--- src/rtl/cpu_seq_ctrl_if.sv ---
// Instruction fetch port between the sequencer and instruction memory.
// The sequencer holds instr_req and instr_addr stable until memory acknowledges.
interface cpu_seq_ctrl_if #(
    parameter int WIDTH = 16
);
    logic             instr_req;
    logic [WIDTH-1:0] instr_addr;
    logic             instr_ack;
    logic [WIDTH-1:0] instr_data;

    modport master (
        output instr_req,
        output instr_addr,
        input  instr_ack,
        input  instr_data
    );

    modport slave (
        input  instr_req,
        input  instr_addr,
        output instr_ack,
        output instr_data
    );
endinterface

--- src/rtl/cpu_seq_ctrl.sv ---
// Multicycle sequencer: fetch, decode, execute, writeback, with an absorbing halt.
// Owns the program counter and instruction register; register-file controls are decoded from IR.
module cpu_seq_ctrl #(
    parameter int WIDTH   = 16,
    parameter int REGBITS = 4
) (
    input  logic                clk,
    input  logic                reset_n,
    cpu_seq_ctrl_if.master      fetch,
    output logic [3:0]          opcode,
    output logic [3:0]          opext,
    output logic [REGBITS-1:0]  ra1,
    output logic [REGBITS-1:0]  ra2,
    output logic [REGBITS-1:0]  wa,
    output logic                regwrite,
    output logic                alu_src_imm,
    output logic [WIDTH-1:0]    imm,
    output logic                halted
);

    typedef enum logic [2:0] {
        S_FETCH     = 3'd0,
        S_DECODE    = 3'd1,
        S_EXECUTE   = 3'd2,
        S_WRITEBACK = 3'd3,
        S_HALT      = 3'd4
    } state_t;

    localparam logic [3:0] OP_RTYPE = 4'b0000;
    localparam logic [3:0] OP_CMP   = 4'b1011;
    localparam logic [3:0] OP_HALT  = 4'b1111;

    state_t            state_q, state_d;
    logic [WIDTH-1:0]  pc_q, pc_d;
    logic [WIDTH-1:0]  ir_q, ir_d;
    logic              req_q, req_d;
    logic              regwrite_q, regwrite_d;
    logic              halted_q, halted_d;

    // Compares only set flags, so they skip the register write.
    function automatic logic is_compare(input logic [WIDTH-1:0] ir);
        logic cmp;
        if (ir[15:12] == OP_CMP) begin
            cmp = 1'b1;
        end else if ((ir[15:12] == OP_RTYPE) && (ir[7:4] == OP_CMP)) begin
            cmp = 1'b1;
        end else begin
            cmp = 1'b0;
        end
        return cmp;
    endfunction

    function automatic logic is_immediate(input logic [WIDTH-1:0] ir);
        logic im;
        if ((ir[15:12] == OP_RTYPE) || (ir[15:12] == OP_HALT)) begin
            im = 1'b0;
        end else begin
            im = 1'b1;
        end
        return im;
    endfunction

    // State, PC, IR and registered strobes.
    always_ff @(posedge clk or negedge reset_n) begin
        if (!reset_n) begin
            state_q    <= S_FETCH;
            pc_q       <= {WIDTH{1'b0}};
            ir_q       <= {WIDTH{1'b0}};
            req_q      <= 1'b0;
            regwrite_q <= 1'b0;
            halted_q   <= 1'b0;
        end else begin
            state_q    <= state_d;
            pc_q       <= pc_d;
            ir_q       <= ir_d;
            req_q      <= req_d;
            regwrite_q <= regwrite_d;
            halted_q   <= halted_d;
        end
    end

    // Next-state logic; a fetch is accepted only once the request is visible on the port.
    always_comb begin
        state_d = state_q;
        pc_d    = pc_q;
        ir_d    = ir_q;
        case (state_q)
            S_FETCH: begin
                if (req_q && fetch.instr_ack) begin
                    ir_d    = fetch.instr_data;
                    pc_d    = pc_q + {{(WIDTH-1){1'b0}}, 1'b1};
                    state_d = S_DECODE;
                end else begin
                    state_d = S_FETCH;
                end
            end
            S_DECODE: begin
                if (ir_q[15:12] == OP_HALT) begin
                    state_d = S_HALT;
                end else begin
                    state_d = S_EXECUTE;
                end
            end
            S_EXECUTE:   state_d = S_WRITEBACK;
            S_WRITEBACK: state_d = S_FETCH;
            S_HALT:      state_d = S_HALT;
            default:     state_d = S_FETCH;
        endcase

        req_d      = (state_d == S_FETCH);
        regwrite_d = (state_d == S_WRITEBACK) && !is_compare(ir_q);
        halted_d   = (state_d == S_HALT);
    end

    // Field decode from IR; stable from DECODE through WRITEBACK.
    always_comb begin
        opcode      = ir_q[15:12];
        ra1         = ir_q[8 +: REGBITS];
        ra2         = ir_q[0 +: REGBITS];
        wa          = ir_q[8 +: REGBITS];
        imm         = {{(WIDTH-8){ir_q[7]}}, ir_q[7:0]};
        alu_src_imm = is_immediate(ir_q);
        if (ir_q[15:12] == OP_RTYPE) begin
            opext = ir_q[7:4];
        end else begin
            opext = 4'b0000;
        end
    end

    assign fetch.instr_req  = req_q;
    assign fetch.instr_addr = pc_q;
    assign regwrite         = regwrite_q;
    assign halted           = halted_q;

endmodule

--- src/flat_wrapper.sv ---
// flat-port wrapper written by rule: the top's interface ports become plain ports
module cpu_seq_ctrl_flat 
#(
    parameter int WIDTH   = 16,
    parameter int REGBITS = 4
)
  (clk, reset_n, opcode, opext, ra1, ra2, wa, regwrite, alu_src_imm, imm, halted, fetch_instr_req, fetch_instr_addr, fetch_instr_ack, fetch_instr_data);
  cpu_seq_ctrl_if #(.WIDTH(WIDTH)) fetch_i ();
  input  logic clk;
  input  logic reset_n;
  output logic [3:0] opcode;
  output logic [3:0] opext;
  output logic [REGBITS-1:0] ra1;
  output logic [REGBITS-1:0] ra2;
  output logic [REGBITS-1:0] wa;
  output logic regwrite;
  output logic alu_src_imm;
  output logic [WIDTH-1:0] imm;
  output logic halted;
  output wire logic [$bits(fetch_i.instr_req)-1:0] fetch_instr_req;
  output wire logic [$bits(fetch_i.instr_addr)-1:0] fetch_instr_addr;
  input wire logic [$bits(fetch_i.instr_ack)-1:0] fetch_instr_ack;
  input wire logic [$bits(fetch_i.instr_data)-1:0] fetch_instr_data;
  assign fetch_instr_req = fetch_i.instr_req;
  assign fetch_instr_addr = fetch_i.instr_addr;
  assign fetch_i.instr_ack = fetch_instr_ack;
  assign fetch_i.instr_data = fetch_instr_data;
  cpu_seq_ctrl #(.WIDTH(WIDTH), .REGBITS(REGBITS)) u_core (.clk(clk), .reset_n(reset_n), .fetch(fetch_i), .opcode(opcode), .opext(opext), .ra1(ra1), .ra2(ra2), .wa(wa), .regwrite(regwrite), .alu_src_imm(alu_src_imm), .imm(imm), .halted(halted));
endmodule
--- config.mk ---
export PLATFORM = sky130hd
export DESIGN_NAME = cpu_seq_ctrl_flat
export DESIGN_NICKNAME = d
export VERILOG_FILES = /design/src/rtl/cpu_seq_ctrl_if.sv /design/src/rtl/cpu_seq_ctrl.sv /design/src/flat_wrapper.sv
export SDC_FILE = /design/constraint.sdc
export NUM_CORES = 1
export LEC_CHECK = 0
export CORE_AREA = 8 8 74 76
export DETAILED_ROUTE_END_ITERATION = 8
export DIE_AREA = 0 0 82 84
export PLACE_DENSITY = 0.74
export SLEW_MARGIN = 10
export SYNTH_ARGS = -nofsm -noshare
export SYNTH_HDL_FRONTEND = slang
export SYNTH_SLANG_ARGS = --single-unit
--- constraint.sdc ---
create_clock -name clk -period 2.7 [get_ports clk]
set_clock_uncertainty 0.2 [all_clocks]
set_input_delay 0.405 -clock clk [delete_from_list [all_inputs] [get_ports clk]]
set_output_delay 0.405 -clock clk [all_outputs]
set_load 0.005 [all_outputs]
== Word level (Yosys, flattened, before mapping) ==
Cells that the tools add are included.
Storage, ports and cells
  output and inout port bits: 56
  bits of input ports: 19
  word-level logic and storage cells: 31
  register bits: 38
Operators by class
  reductions and logical operators: 9
  equal/unequal tests: 8
  $add $sub $neg: 1
  muxes and demuxes: 7
Operators with widths (number)
  $add A16 B1 Y16 const B: 1
  $eq A4 B4 Y1 const B: 3
  $pmux W3 S4: 1
  $eq A3 B2 Y1 const B: 2
  $eq A3 B3 Y1 const B: 2
  $logic_not A3 Y1: 2
  $logic_not A4 Y1: 1
  $mux W1: 4
  $mux W4: 1
  $eq A3 B1 Y1 const B: 1
  $logic_and A1 B1 Y1: 3
  $mux W3: 1
  $reduce_and A2 Y1: 1
  $logic_not A1 Y1: 1
  $logic_or A1 B1 Y1: 1

== Depth between registers and ports, before layout ==
Gate-level depths: netlist (run 1).
  depth after elaboration: 6
  gate-level depth with buffers: 6
  mapped depth without buffers: 5

== Worst setup path after synthesis (run 1) ==
No wires, ideal clock.
  kind: register -> register
  start point: reg u_core.state_q[2]
  end point: reg u_core.pc_q[15] (netlist: u_core.fetch.instr_addr[15])
  setup time: 79 ps
  arrival time: 1928 ps
  setup slack: 493 ps
  stages on the path, launching flop included: 7
  path buffers: 2
  data required time: 2421 ps
  clock period less this slack: 2207 ps
  cell sequence: dfrtp_1 or3_1 buf_2 or4_4 buf_6 nor4_4 xor2_1
On the way
  longest elaborated chain between the ends: 2
RTL lines
  start: declaration: RTL line cpu_seq_ctrl.sv:33  | state_t state_q, state_d;
  start signal: assignment: RTL line cpu_seq_ctrl.sv:73  | state_q <= state_d;
  $logic_not A3 Y1: RTL line cpu_seq_ctrl.sv:87  | case (state_q)
  $reduce_and A2 Y1 (no source line)
  end signal: assignment: RTL line cpu_seq_ctrl.sv:67  | pc_q <= {WIDTH{1'b0}};
  end signal: assignment: RTL line cpu_seq_ctrl.sv:74  | pc_q <= pc_d;
  end: declaration: RTL line cpu_seq_ctrl.sv:34  | logic [WIDTH-1:0] pc_q, pc_d;
No other way between the ends.
A chain may end at the register's enable or synchronous reset.

== Worst setup path in the final report (run 1) ==
  start point: reg u_core.ir_q[12]
  end point: out opext[0]
On the way
  longest elaborated chain between the ends: 2
RTL lines
  start: declaration: RTL line cpu_seq_ctrl.sv:35  | logic [WIDTH-1:0] ir_q, ir_d;
  start signal: assignment: RTL line cpu_seq_ctrl.sv:68  | ir_q <= {WIDTH{1'b0}};
  start signal: assignment: RTL line cpu_seq_ctrl.sv:75  | ir_q <= ir_d;
  $logic_not A4 Y1: RTL line cpu_seq_ctrl.sv:123  | if (ir_q[15:12] == OP_RTYPE) begin
  $mux W4: RTL line cpu_seq_ctrl.sv:123
  end: declaration: RTL line flat_wrapper.sv:12  | output logic [3:0] opext;
No other way between the ends.

==> results.ini, run 1 <==
[outcome]
status = completed

[yosys]
async_reset_ff_share_pct = 100
synth_top_area_share_pct = 54.4
synth_seq_cells = 38
synth.largest_area_cell = dfrtp_1
yosysMostFrequentCell = dfrtp_1
syn_nets = 168
synthCells = 148
yosysWarnings = 0
synth_area_um2 = 1750
synth_ff_type = dfrtp_1
synthTopCellsByArea = dfrtp_1 (54%), mux2_2 (12%), buf_4 (6.9%), xor2_1 (4.0%), xnor2_1 (3.5%)
synth_edf_count = 0
yosysSeqAreaShare_pct = 54.4
syn_area_per_cell_um2 = 11.8
yosys.cell_types.count = 27
netlist_top_cells_count = dfrtp_1 (38), mux2_2 (18), buf_4 (16), nor2_1 (11), nand2_1 (9)

[finish]
layout-drive-gt1-share_pct = 16.0
antenna_cells = 0
postLayoutCoreUtil_pct = 59.4
areaGrowthSynthToFinish_pct = 44.8
finalNonFillerCells = 265
fillCellCount = 394
num-nets-final = 232

[floorplan]
die_height_um = 84
initial_utilization_pct = 41.0
core-area_um2 = 4260
num_rows = 24
dieArea_um2 = 6890
die_w_um = 82
io-pin-count = 75

[detailed_routing]
routedWlPerCell_um = 15.2
firstDrtPassIters = 3
vias = 1274
viasPerCell = 4.81
postRouteAntennaNets = 0
drc = 0
wl_mm = 4.03
drt_iter0_drc = 42

[placement]
gp_congestion = 0.774
port-buffer-count = 74
dp_hpwl_mm = 3.05
placed_cells = 257

[pwr]
power.total_w = 0.00241
power_density_nw_per_um2 = 952
peakVddDrop_uv = 566
leakage_nw = 1.08

[timing]
grt_setup_unrepaired = no
finalSetupViolCount = 0
fmax_mhz = 410
fin_crit_sh_pct = 90.2
fin_tns_setup_ps = 0
slew_violations = 0
finalCriticalPeriod_ps = 2440
worst_slew_pin_slew_ps = 830
hold_viol = 0
max_slew_margin_pct = 44.7

[setup_path]
cp_slowest_stage_delay_ps = 500
crit_fanout = 6
required_ps = 2100
rr_worst_depth = 4
crit_path_top_delay_cell = clkdlybuf4s50_1
criticalPathCategory = reg -> out
crit_chain = nor4_2, and2_1, clkdlybuf4s50_1
crit_arrival_ps = 1830
worst_setup_path_start_kind = flop
crit_path_end_kind = output pin

[clock_tree]
insertion_delay_ps = 290
ctsRootBufferMaster = clkbuf_8
cts_tree = done
clockBufferDepth = 2
cts_sinks = 38
cts-buffers-inserted = 5
h-tree-depth = 2
clk_pin_slew_worst_paths_ps = 70

[global_route]
first_global_vias = 1301
grt_pass1_wl_mm = 6.62
grt.total_usage_pct = 12.2
antenna_found_initial = 0
grt_max_degree = 39
globalRoute.totalOverflow = 0

[flow_run]
drv_cap = 0

[worst_hold_path]
hp-class = in -> async

==> kinds of logic (layout without fill, tap and decap cells) <==
family,after synthesis,in the layout,synth area share (%)
compound gates,5,5,1.58
xor+xnor,15,15,7.52
fa+ha+maj,1,1,0.716
buf+inv,23,88,8.88
flops,38,38,54.4
mux,18,18,11.6
simple gates,48,48,15.3
==> critical path, delay by kind of cell, from the launching register on <==
family / cells / cell delay (ps)
and+or+nand+nor: 2 / 620
buffers and inverters: 1 / 500
DFF: 1 / 430
==> where the power goes <==
| group | internal (W) | switching (W) |
|---|---|---|
| Combinational | 0.000718 | 0.000327 |
| Sequential | 0.000752 | 0.000204 |
| Clock | 0.000205 | 0.000203 |
==> layer usage <==
layer,track usage (%),part of all wire [%],up-vias,wire length [um]
met2,18.2,47,41,1890
met3,7.44,11,6,446
met1,14.5,41,610,1650
li1,-,-,617,-
met4,2.88,0.99,0,40
met5,0,0,-,0
==> cells in the final DEF (no fill, tap or decap), types with 2 or more instances in the layout <==
| cell type | n |
|---|---|
| nor4_1 | 2 |
| xor2_1 | 8 |
| nand3_1 | 7 |
| and2_1 | 4 |
| inv_1 | 3 |
| mux2_2 | 18 |
| nand4_1 | 4 |
| a21oi_1 | 2 |
| nor2_1 | 10 |
| dfrtp_1 | 38 |
| o21ai_0 | 2 |
| buf_4 | 3 |
| and4_1 | 2 |
| clkdlybuf4s50_1 | 73 |
| xnor2_1 | 7 |
| clkbuf_8 | 6 |
| nand2_1 | 9 |
| nor3_1 | 2 |
==> timing repair <==
item / in CTS / in global routing
resized for setup: 0 / 1
hold buffers: 0 / 0
setup buffers: 0 / 0
endpoints found under the setup margin: 0 / 4
==> registers in the layout (all words and copies together) (netlist names) <==
| signal | cells |
|---|---|
| u_core.fetch.instr_addr | 16 |
| u_core.ir_q | 16 |
| u_core.state_q | 3 |
| u_core.fetch.instr_req | 1 |
| u_core.halted | 1 |
| u_core.regwrite | 1 |
==> final timing paths <==
path | start | endpoint | slack (ps)
setup / recovery | u_core.ir_q[12] | opext[0] | 260
hold / removal | reset_n | u_core.ir_q[15] | 10
setup reg to reg | u_core.state_q[0] | u_core.fetch.instr_addr[15] | 440
hold reg to reg | u_core.fetch.instr_addr[15] | u_core.fetch.instr_addr[15] | 270
max in group asynchronous | reset_n | u_core.fetch.instr_addr[12] | 1770
min in group clk | u_core.fetch.instr_addr[15] | u_core.fetch.instr_addr[15] | 270
==> stage by stage <==
step / setup WS [ps] / hold WS [ps] / area [um2]
floorplan: 493 / -90.6 / 1750
global placement: 376 / 270 / 2430
global route: 158 / 83.9 / 2530
finish: 263 / 13.3 / 2530
CTS: 87.2 / 43.6 / 2520
detailed placement: 343 / 259 / 2430
==> layout make-up <==
class	count	area, um2	area share (%)
well taps	52	65.1	2.57
flip-flops and latches	38	951	37.6
repair buffers	77	758	30.0
multi-input cells	87	651	25.7
clock inverters	2	12.5	0.494
inverters	3	11.3	0.445
clock buffers	6	82.6	3.26
Note: power is estimated with default switching activity, not from simulation.
==> run 2, diff against run 1 <==
--- a/config.mk
+++ b/config.mk
@@ -5,6 +5,7 @@
 export SDC_FILE = /design/constraint.sdc
 export NUM_CORES = 1
 export LEC_CHECK = 0
+export CAP_MARGIN = 20
 export CORE_AREA = 8 8 74 76
 export DETAILED_ROUTE_END_ITERATION = 8
 export DIE_AREA = 0 0 82 84
==> constraint.sdc (replaced) <==
create_clock -name clk -period 2.7 [get_ports clk]
set_clock_uncertainty 0.2 [all_clocks]
set_input_delay 0.81 -clock clk [delete_from_list [all_inputs] [get_ports clk]]
set_output_delay 0.81 -clock clk [all_outputs]
set_load 0.005 [all_outputs]
==> run 2 against run 1 <==
Net effect:
- clock-buffer cell count stayed put
- register-to-register slack barely moved
- die area unchanged
- global-route usage rose by 0.25 points
- maximum frequency decreased by 8.0%
- total power rose by 10%
- critical path depth is 3 higher
- flip-flop and latch count did not move
- combinational power rose by 9%
- largest power group unchanged
==> results.ini, run 2 (same netlist as run 1, synthesis figures left out) <==
[outcome]
status = completed

[clock_tree]
clockBufferDepth = 2  ; unchanged
cts_hold_buf = 0  ; unchanged
insertion_delay_ps = 290  ; about the same
ctsRootBufferMaster = clkbuf_8
cts_sinks = 38  ; unchanged
cts_tree = done
cts-buffers-inserted = 5  ; unchanged
h-tree-depth = 2  ; unchanged
clk_pin_slew_worst_paths_ps = 80  ; about the same

[detailed_routing]
drt_iter0_drc = 41  ; -2.4%
viasPerCell = 4.81  ; about the same
firstDrtPassIters = 4  ; +1
drc = 0  ; unchanged
routedWlPerCell_um = 15.2  ; -0.23%
wl_mm = 4.15  ; +3.2%
postRouteAntennaNets = 0  ; unchanged
vias = 1318  ; +3.5%

[pwr]
power_density_nw_per_um2 = 1000  ; +5.4%
leakage_nw = 1.17  ; +8.2%
netSwitchingFraction_pct = 28.1  ; -2.4 points
p_seq_share_pct = 35.0  ; -4.7 points
p_switching_w = 0.000747  ; +1.7%
peakVddDrop_uv = 560  ; -1.0%
cellInternalPower_w = 0.00191  ; +14%
p_clk_share_pct = 22.4  ; +5.4 points
combPwrFrac_pct = 42.6  ; -0.8 points

[global_route]
antenna_found_initial = 0  ; unchanged
globalRoute.totalOverflow = 0  ; unchanged
grt_max_degree = 27  ; -31%
grt_pass1_wl_mm = 6.92  ; +4.6%
grt.total_usage_pct = 12.5  ; +0.25 points
first_global_vias = 1429  ; +9.8%

[timing]
worst_slew_pin_slew_ps = 577  ; -253 ps
max_slew_margin_pct = 61.6  ; +17 points
finalSetupViolCount = 0  ; unchanged
fmax_mhz = 378  ; -8.0%
slew_violations = 0  ; unchanged
hold_viol = 0  ; unchanged
finalCriticalPeriod_ps = 2650  ; +212 ps
fin_crit_sh_pct = 98.1  ; +7.8 points
fin_tns_setup_ps = 0  ; unchanged
grt_setup_unrepaired = no

[worst_hold_path]
hp-class = reg -> reg
min-delay-start = u_core.fetch.instr_addr[15]

[finish]
areaGrowthSynthToFinish_pct = 51.7
final_cell_mix = clkdlybuf4s50_1 (68), dfrtp_1 (38), mux2_2 (18), buf_4 (11), nor2_1 (10)
antenna_cells = 0  ; unchanged
num-nets-final = 241  ; +3.9%
fin_area_um2 = 2650  ; +4.7%
final_common_cell = clkdlybuf4s50_1
fillCellCount = 357  ; -9.4%
layout-drive-gt1-share_pct = 18.9  ; +3.0 points

[placement]
placed_area_um2 = 2490  ; +2.4%
port-buffer-count = 74  ; unchanged
gp_congestion = 0.756  ; -2.4%
dp_hpwl_mm = 3.15  ; +3.2%

[setup_path]
required_ps = 1690  ; -410 ps
startpoint = u_core.ir_q[15]
crit_path_end_kind = output pin
crit_arrival_ps = 1640  ; -190 ps
crit_fanout = 3  ; -3
criticalPathCategory = reg -> out
r2r_start = u_core.state_q[2]
worst_setup_path_start_kind = flop

[floorplan]
io-pin-count = 75  ; unchanged
dieArea_um2 = 6890  ; unchanged
die_height_um = 84  ; unchanged
initial_utilization_pct = 41.0  ; unchanged
num_rows = 24  ; unchanged
core-area_um2 = 4260  ; unchanged
die_w_um = 82  ; unchanged

[flow_run]
drv_cap = 0  ; unchanged

[run 2: cell count changes in the layout (fill, tap and decap cells not counted)]
cell | previous run | this run
clkdlybuf4s15_1 | 0 | 1
bufinv_16 | 0 | 2
nor4_2 | 1 | 0
nor4_1 | 2 | 3
clkdlybuf4s50_1 | 73 | 68
clkinv_2 | 1 | 0
clkinvlp_4 | 1 | 0
dlymetal6s2s_1 | 0 | 1
buf_4 | 3 | 11
dlygate4sd2_1 | 0 | 3
buf_12 | 0 | 1
[run 2: cell type report]
| class | instances | area, um2 | share of cell area [%] |
|---|---|---|---|
| clock buffer | 6 | 82.6 | 3.11 |
| clock inverter | 2 | 60.1 | 2.27 |
| inverter | 3 | 11.3 | 0.425 |
| multi-input combinational | 87 | 644 | 24.3 |
| sequential | 38 | 951 | 35.9 |
| tap | 52 | 65.1 | 2.45 |
| timing repair buffer | 86 | 837 | 31.6 |
[run 2: critical path: stages (launching register included)]
cell and delay [ps]:
dfrtp_1 390, nor4_1 280, buf_4 170, buf_4 110
buf_4 90, and2_1 110, clkdlybuf4s15_1 210
[run 2: repair_timing]
item                       in CTS  in global routing
cloned                          0                  0
setup endpoints to repair       4                  2
setup buffers                   3                  0
gates resized for setup         4                  2
pin swaps                       1                  1
[run 2: per-layer routing]
metal / vias to the layer above / wire, um / share of wire, % / GRT usage [%]
met3: 2 / 434 / 10 / 6.36
met5: - / 0 / 0 / 0
met2: 46 / 1980 / 48 / 19.6
li1: 639 / - / - / -
met1: 631 / 1720 / 41 / 14.8
met4: 0 / 21 / 0.51 / 2.40
[run 2: worst paths after layout]
path,endpoint,cells past startpoint,slack [ps]
setup / recovery,opext[1],6,50
hold / removal,u_core.fetch.instr_addr[15],1,280
setup reg to reg,u_core.fetch.instr_addr[15],4,440
hold reg to reg,u_core.fetch.instr_addr[15],1,280
max in group asynchronous,u_core.fetch.instr_req,2,1470
min in group asynchronous,u_core.ir_q[15],1,320
[run 2: through the flow]
| stage | total power [W] | util, % | setup WS [ps] | std cells | hold slack, ps |
|---|---|---|---|---|---|
| after floorplan | 0.00144 | - | 433 | 148 | 261 |
| after global placement | 0.00205 | 58.3 | 82.4 | 263 | 260 |
| after detailed placement | 0.00207 | 58.3 | 60.0 | 263 | 271 |
| after CTS | 0.00270 | 62.1 | 19.6 | 274 | 281 |
| after global routing | 0.00283 | 62.2 | 4.73 | 274 | 308 |
| final | 0.00266 | 62.2 | 51.7 | 274 | 278 |
[run 2: power by group through the flow]
stage,sequential (W),clock [W],combinational [W]
floorplan,0.000942,0,0.000495
global placement,0.000941,0,0.00111
detailed placement,0.000947,0,0.00113
CTS,0.000934,0.000610,0.00115
global route,0.000970,0.000635,0.00123
finish,0.000931,0.000597,0.00113
==> run 3, diff against run 2 <==
--- a/config.mk
+++ b/config.mk
@@ -6,11 +6,13 @@
 export NUM_CORES = 1
 export LEC_CHECK = 0
 export CAP_MARGIN = 20
-export CORE_AREA = 8 8 74 76
+export CORE_AREA = 8 8 67 69
 export DETAILED_ROUTE_END_ITERATION = 8
-export DIE_AREA = 0 0 82 84
-export PLACE_DENSITY = 0.74
-export SLEW_MARGIN = 10
+export DIE_AREA = 0 0 75 77
+export DONT_BUFFER_PORTS = 1
+export PLACE_DENSITY = 0.62
+export SKIP_CTS_REPAIR_TIMING = 1
+export SLEW_MARGIN = 20
 export SYNTH_ARGS = -nofsm -noshare
 export SYNTH_HDL_FRONTEND = slang
 export SYNTH_SLANG_ARGS = --single-unit
==> run 3 against run 2 <==
Net effect:
- register-to-register slack is essentially flat
- die area fell by 16%
- global-route usage hardly changed
- setup slack better by 220 ps
- clock power decreased by 56%
- critical path type unchanged
- largest cell class unchanged
==> results.ini, run 3 (same netlist as run 1, synthesis figures left out) <==
[timing]
slew_violations = 0  ; unchanged
grt_setup_unrepaired = no
hold_viol = 0  ; unchanged
fmax_mhz = 411  ; +8.9%
fin_tns_setup_ps = 0  ; unchanged
finalCriticalPeriod_ps = 2430  ; -217 ps
worst_slew_pin_slew_ps = 658  ; +81.3 ps
holdWs_ps = 105  ; -173 ps
finalSetupViolCount = 0  ; unchanged
max_slew_margin_pct = 55.7  ; -5.8 points
fin_crit_sh_pct = 90.1  ; -8.0 points

[placement]
gp_congestion = 0.756  ; about the same
port-buffer-count = 0  ; -100%
placed_area_um2 = 1680  ; -32%
dp_hpwl_mm = 2.60  ; -18%
placed_cells = 178  ; -32%

[finish]
areaGrowthSynthToFinish_pct = 0.286
fillCellCount = 324  ; -9.2%
finalNonFillerCells = 186  ; -32%
num-nets-final = 158  ; -34%
fin_area_um2 = 1750  ; -34%
final_cell_mix = dfrtp_1 (38), mux2_2 (18), nor2_1 (10), nand2_1 (9), xor2_1 (8)
antenna_cells = 0  ; unchanged
final_common_cell = dfrtp_1
layout-drive-gt1-share_pct = 21.7  ; +2.8 points

[global_route]
grt_max_degree = 39  ; +44%
busiest_layer = met2
grt_pass1_wl_mm = 5.58  ; -19%
grt.total_usage_pct = 12.5  ; +0.035 points
first_global_vias = 1090  ; -24%
use_met2_pct = 19.3  ; -0.32 points
met3_usage_pct = 7.93  ; +1.6 points
antenna_found_initial = 0  ; unchanged
globalRoute.totalOverflow = 0  ; unchanged
grtUsageMet1_pct = 13.5  ; -1.3 points

[clock_tree]
cts_tree = done
clockBufferDepth = 2  ; unchanged
h-tree-depth = 2  ; unchanged
cts_sinks = 38  ; unchanged
clk_pin_slew_worst_paths_ps = 100  ; +20 ps
insertion_delay_ps = 330  ; +40 ps
cts-buffers-inserted = 5  ; unchanged
ctsRootBufferMaster = clkbuf_4

[floorplan]
core-area_um2 = 3500  ; -18%
die_height_um = 77  ; -8.3%
dieArea_um2 = 5780  ; -16%
die_w_um = 75  ; -8.5%
io-pin-count = 75  ; unchanged
num_rows = 22  ; -8.3%
initial_utilization_pct = 50.0  ; +9.0 points

[detailed_routing]
postRouteAntennaNets = 0  ; unchanged
vias = 1026  ; -22%
wl_mm = 3.43  ; -17%
firstDrtPassIters = 5  ; +1
viasPerCell = 5.52  ; +15%
routedWlPerCell_um = 18.4  ; +22%
drt_iter0_drc = 21  ; -49%
drc = 0  ; unchanged

[flow_run]
drv_cap = 0  ; unchanged

[setup_path]
crit_fanout = 6  ; +3
required_ps = 1690  ; about the same
criticalPathCategory = reg -> out
crit_path_end_kind = output pin
worst_setup_path_start_kind = flop
crit_arrival_ps = 1420  ; -220 ps

[outcome]
status = completed

[worst_hold_path]
hp-class = in -> async

[pwr]
power_density_nw_per_um2 = 952  ; -5.1%
leakage_nw = 0.787  ; -33%
peakVddDrop_uv = 543  ; -3.1%

## run 3: critical path, stage by stage (launching register included)
cell and delay, ps:
dfrtp_1 470, nor4_2 420, and2_1 210
## run 3: through the flow
step	worst slack (ps)	total power, W	util, %
2_1_floorplan	433	0.00144	-
3_3_place_gp	442	0.00138	48.1
3_5_place_dp	400	0.00141	48.1
4_1_cts	116	0.00167	49.4
5_1_grt	127	0.00180	50.1
6_report	268	0.00167	50.1
## run 3: where the power goes
group          switching [W]  internal [W]  total, W
Clock               0.000164     0.0000983  0.000262
Sequential          0.000277      0.000750   0.00103
Combinational       0.000170      0.000209  0.000379
Total               0.000611       0.00106   0.00167
## run 3: final cells by class
type                            instances  area, um2  share of cell area [%]
Multi-Input combinational cell         87        651                    37.1
Timing Repair Buffer                    3       35.0                    2.00
Inverter                                3       11.3                   0.642
Clock buffer                            7       45.0                    2.57
Tap cell                               48       60.1                    3.43
Sequential cell                        38        951                    54.2
## run 3: final timing paths
kind / depth (start not counted) / slack (ps) / from / to
min in group clk: 1 / 310 / u_core.fetch.instr_addr[15] / u_core.fetch.instr_addr[15]
hold reg to reg: 1 / 310 / u_core.fetch.instr_addr[15] / u_core.fetch.instr_addr[15]
max in group asynchronous: 1 / 2010 / reset_n / u_core.ir_q[15]
setup reg to reg: 4 / 440 / u_core.state_q[0] / u_core.fetch.instr_addr[15]
setup / recovery: 2 / 270 / u_core.ir_q[12] / opext[3]
hold / removal: 1 / 100 / reset_n / u_core.state_q[0]
## run 3: routing by layer
layer | vias to the layer above | share of wire (%)
met3 | 2 | 13
met2 | 51 | 48
met1 | 503 | 38
met5 | - | 0
li1 | 470 | -
met4 | 0 | 0.61
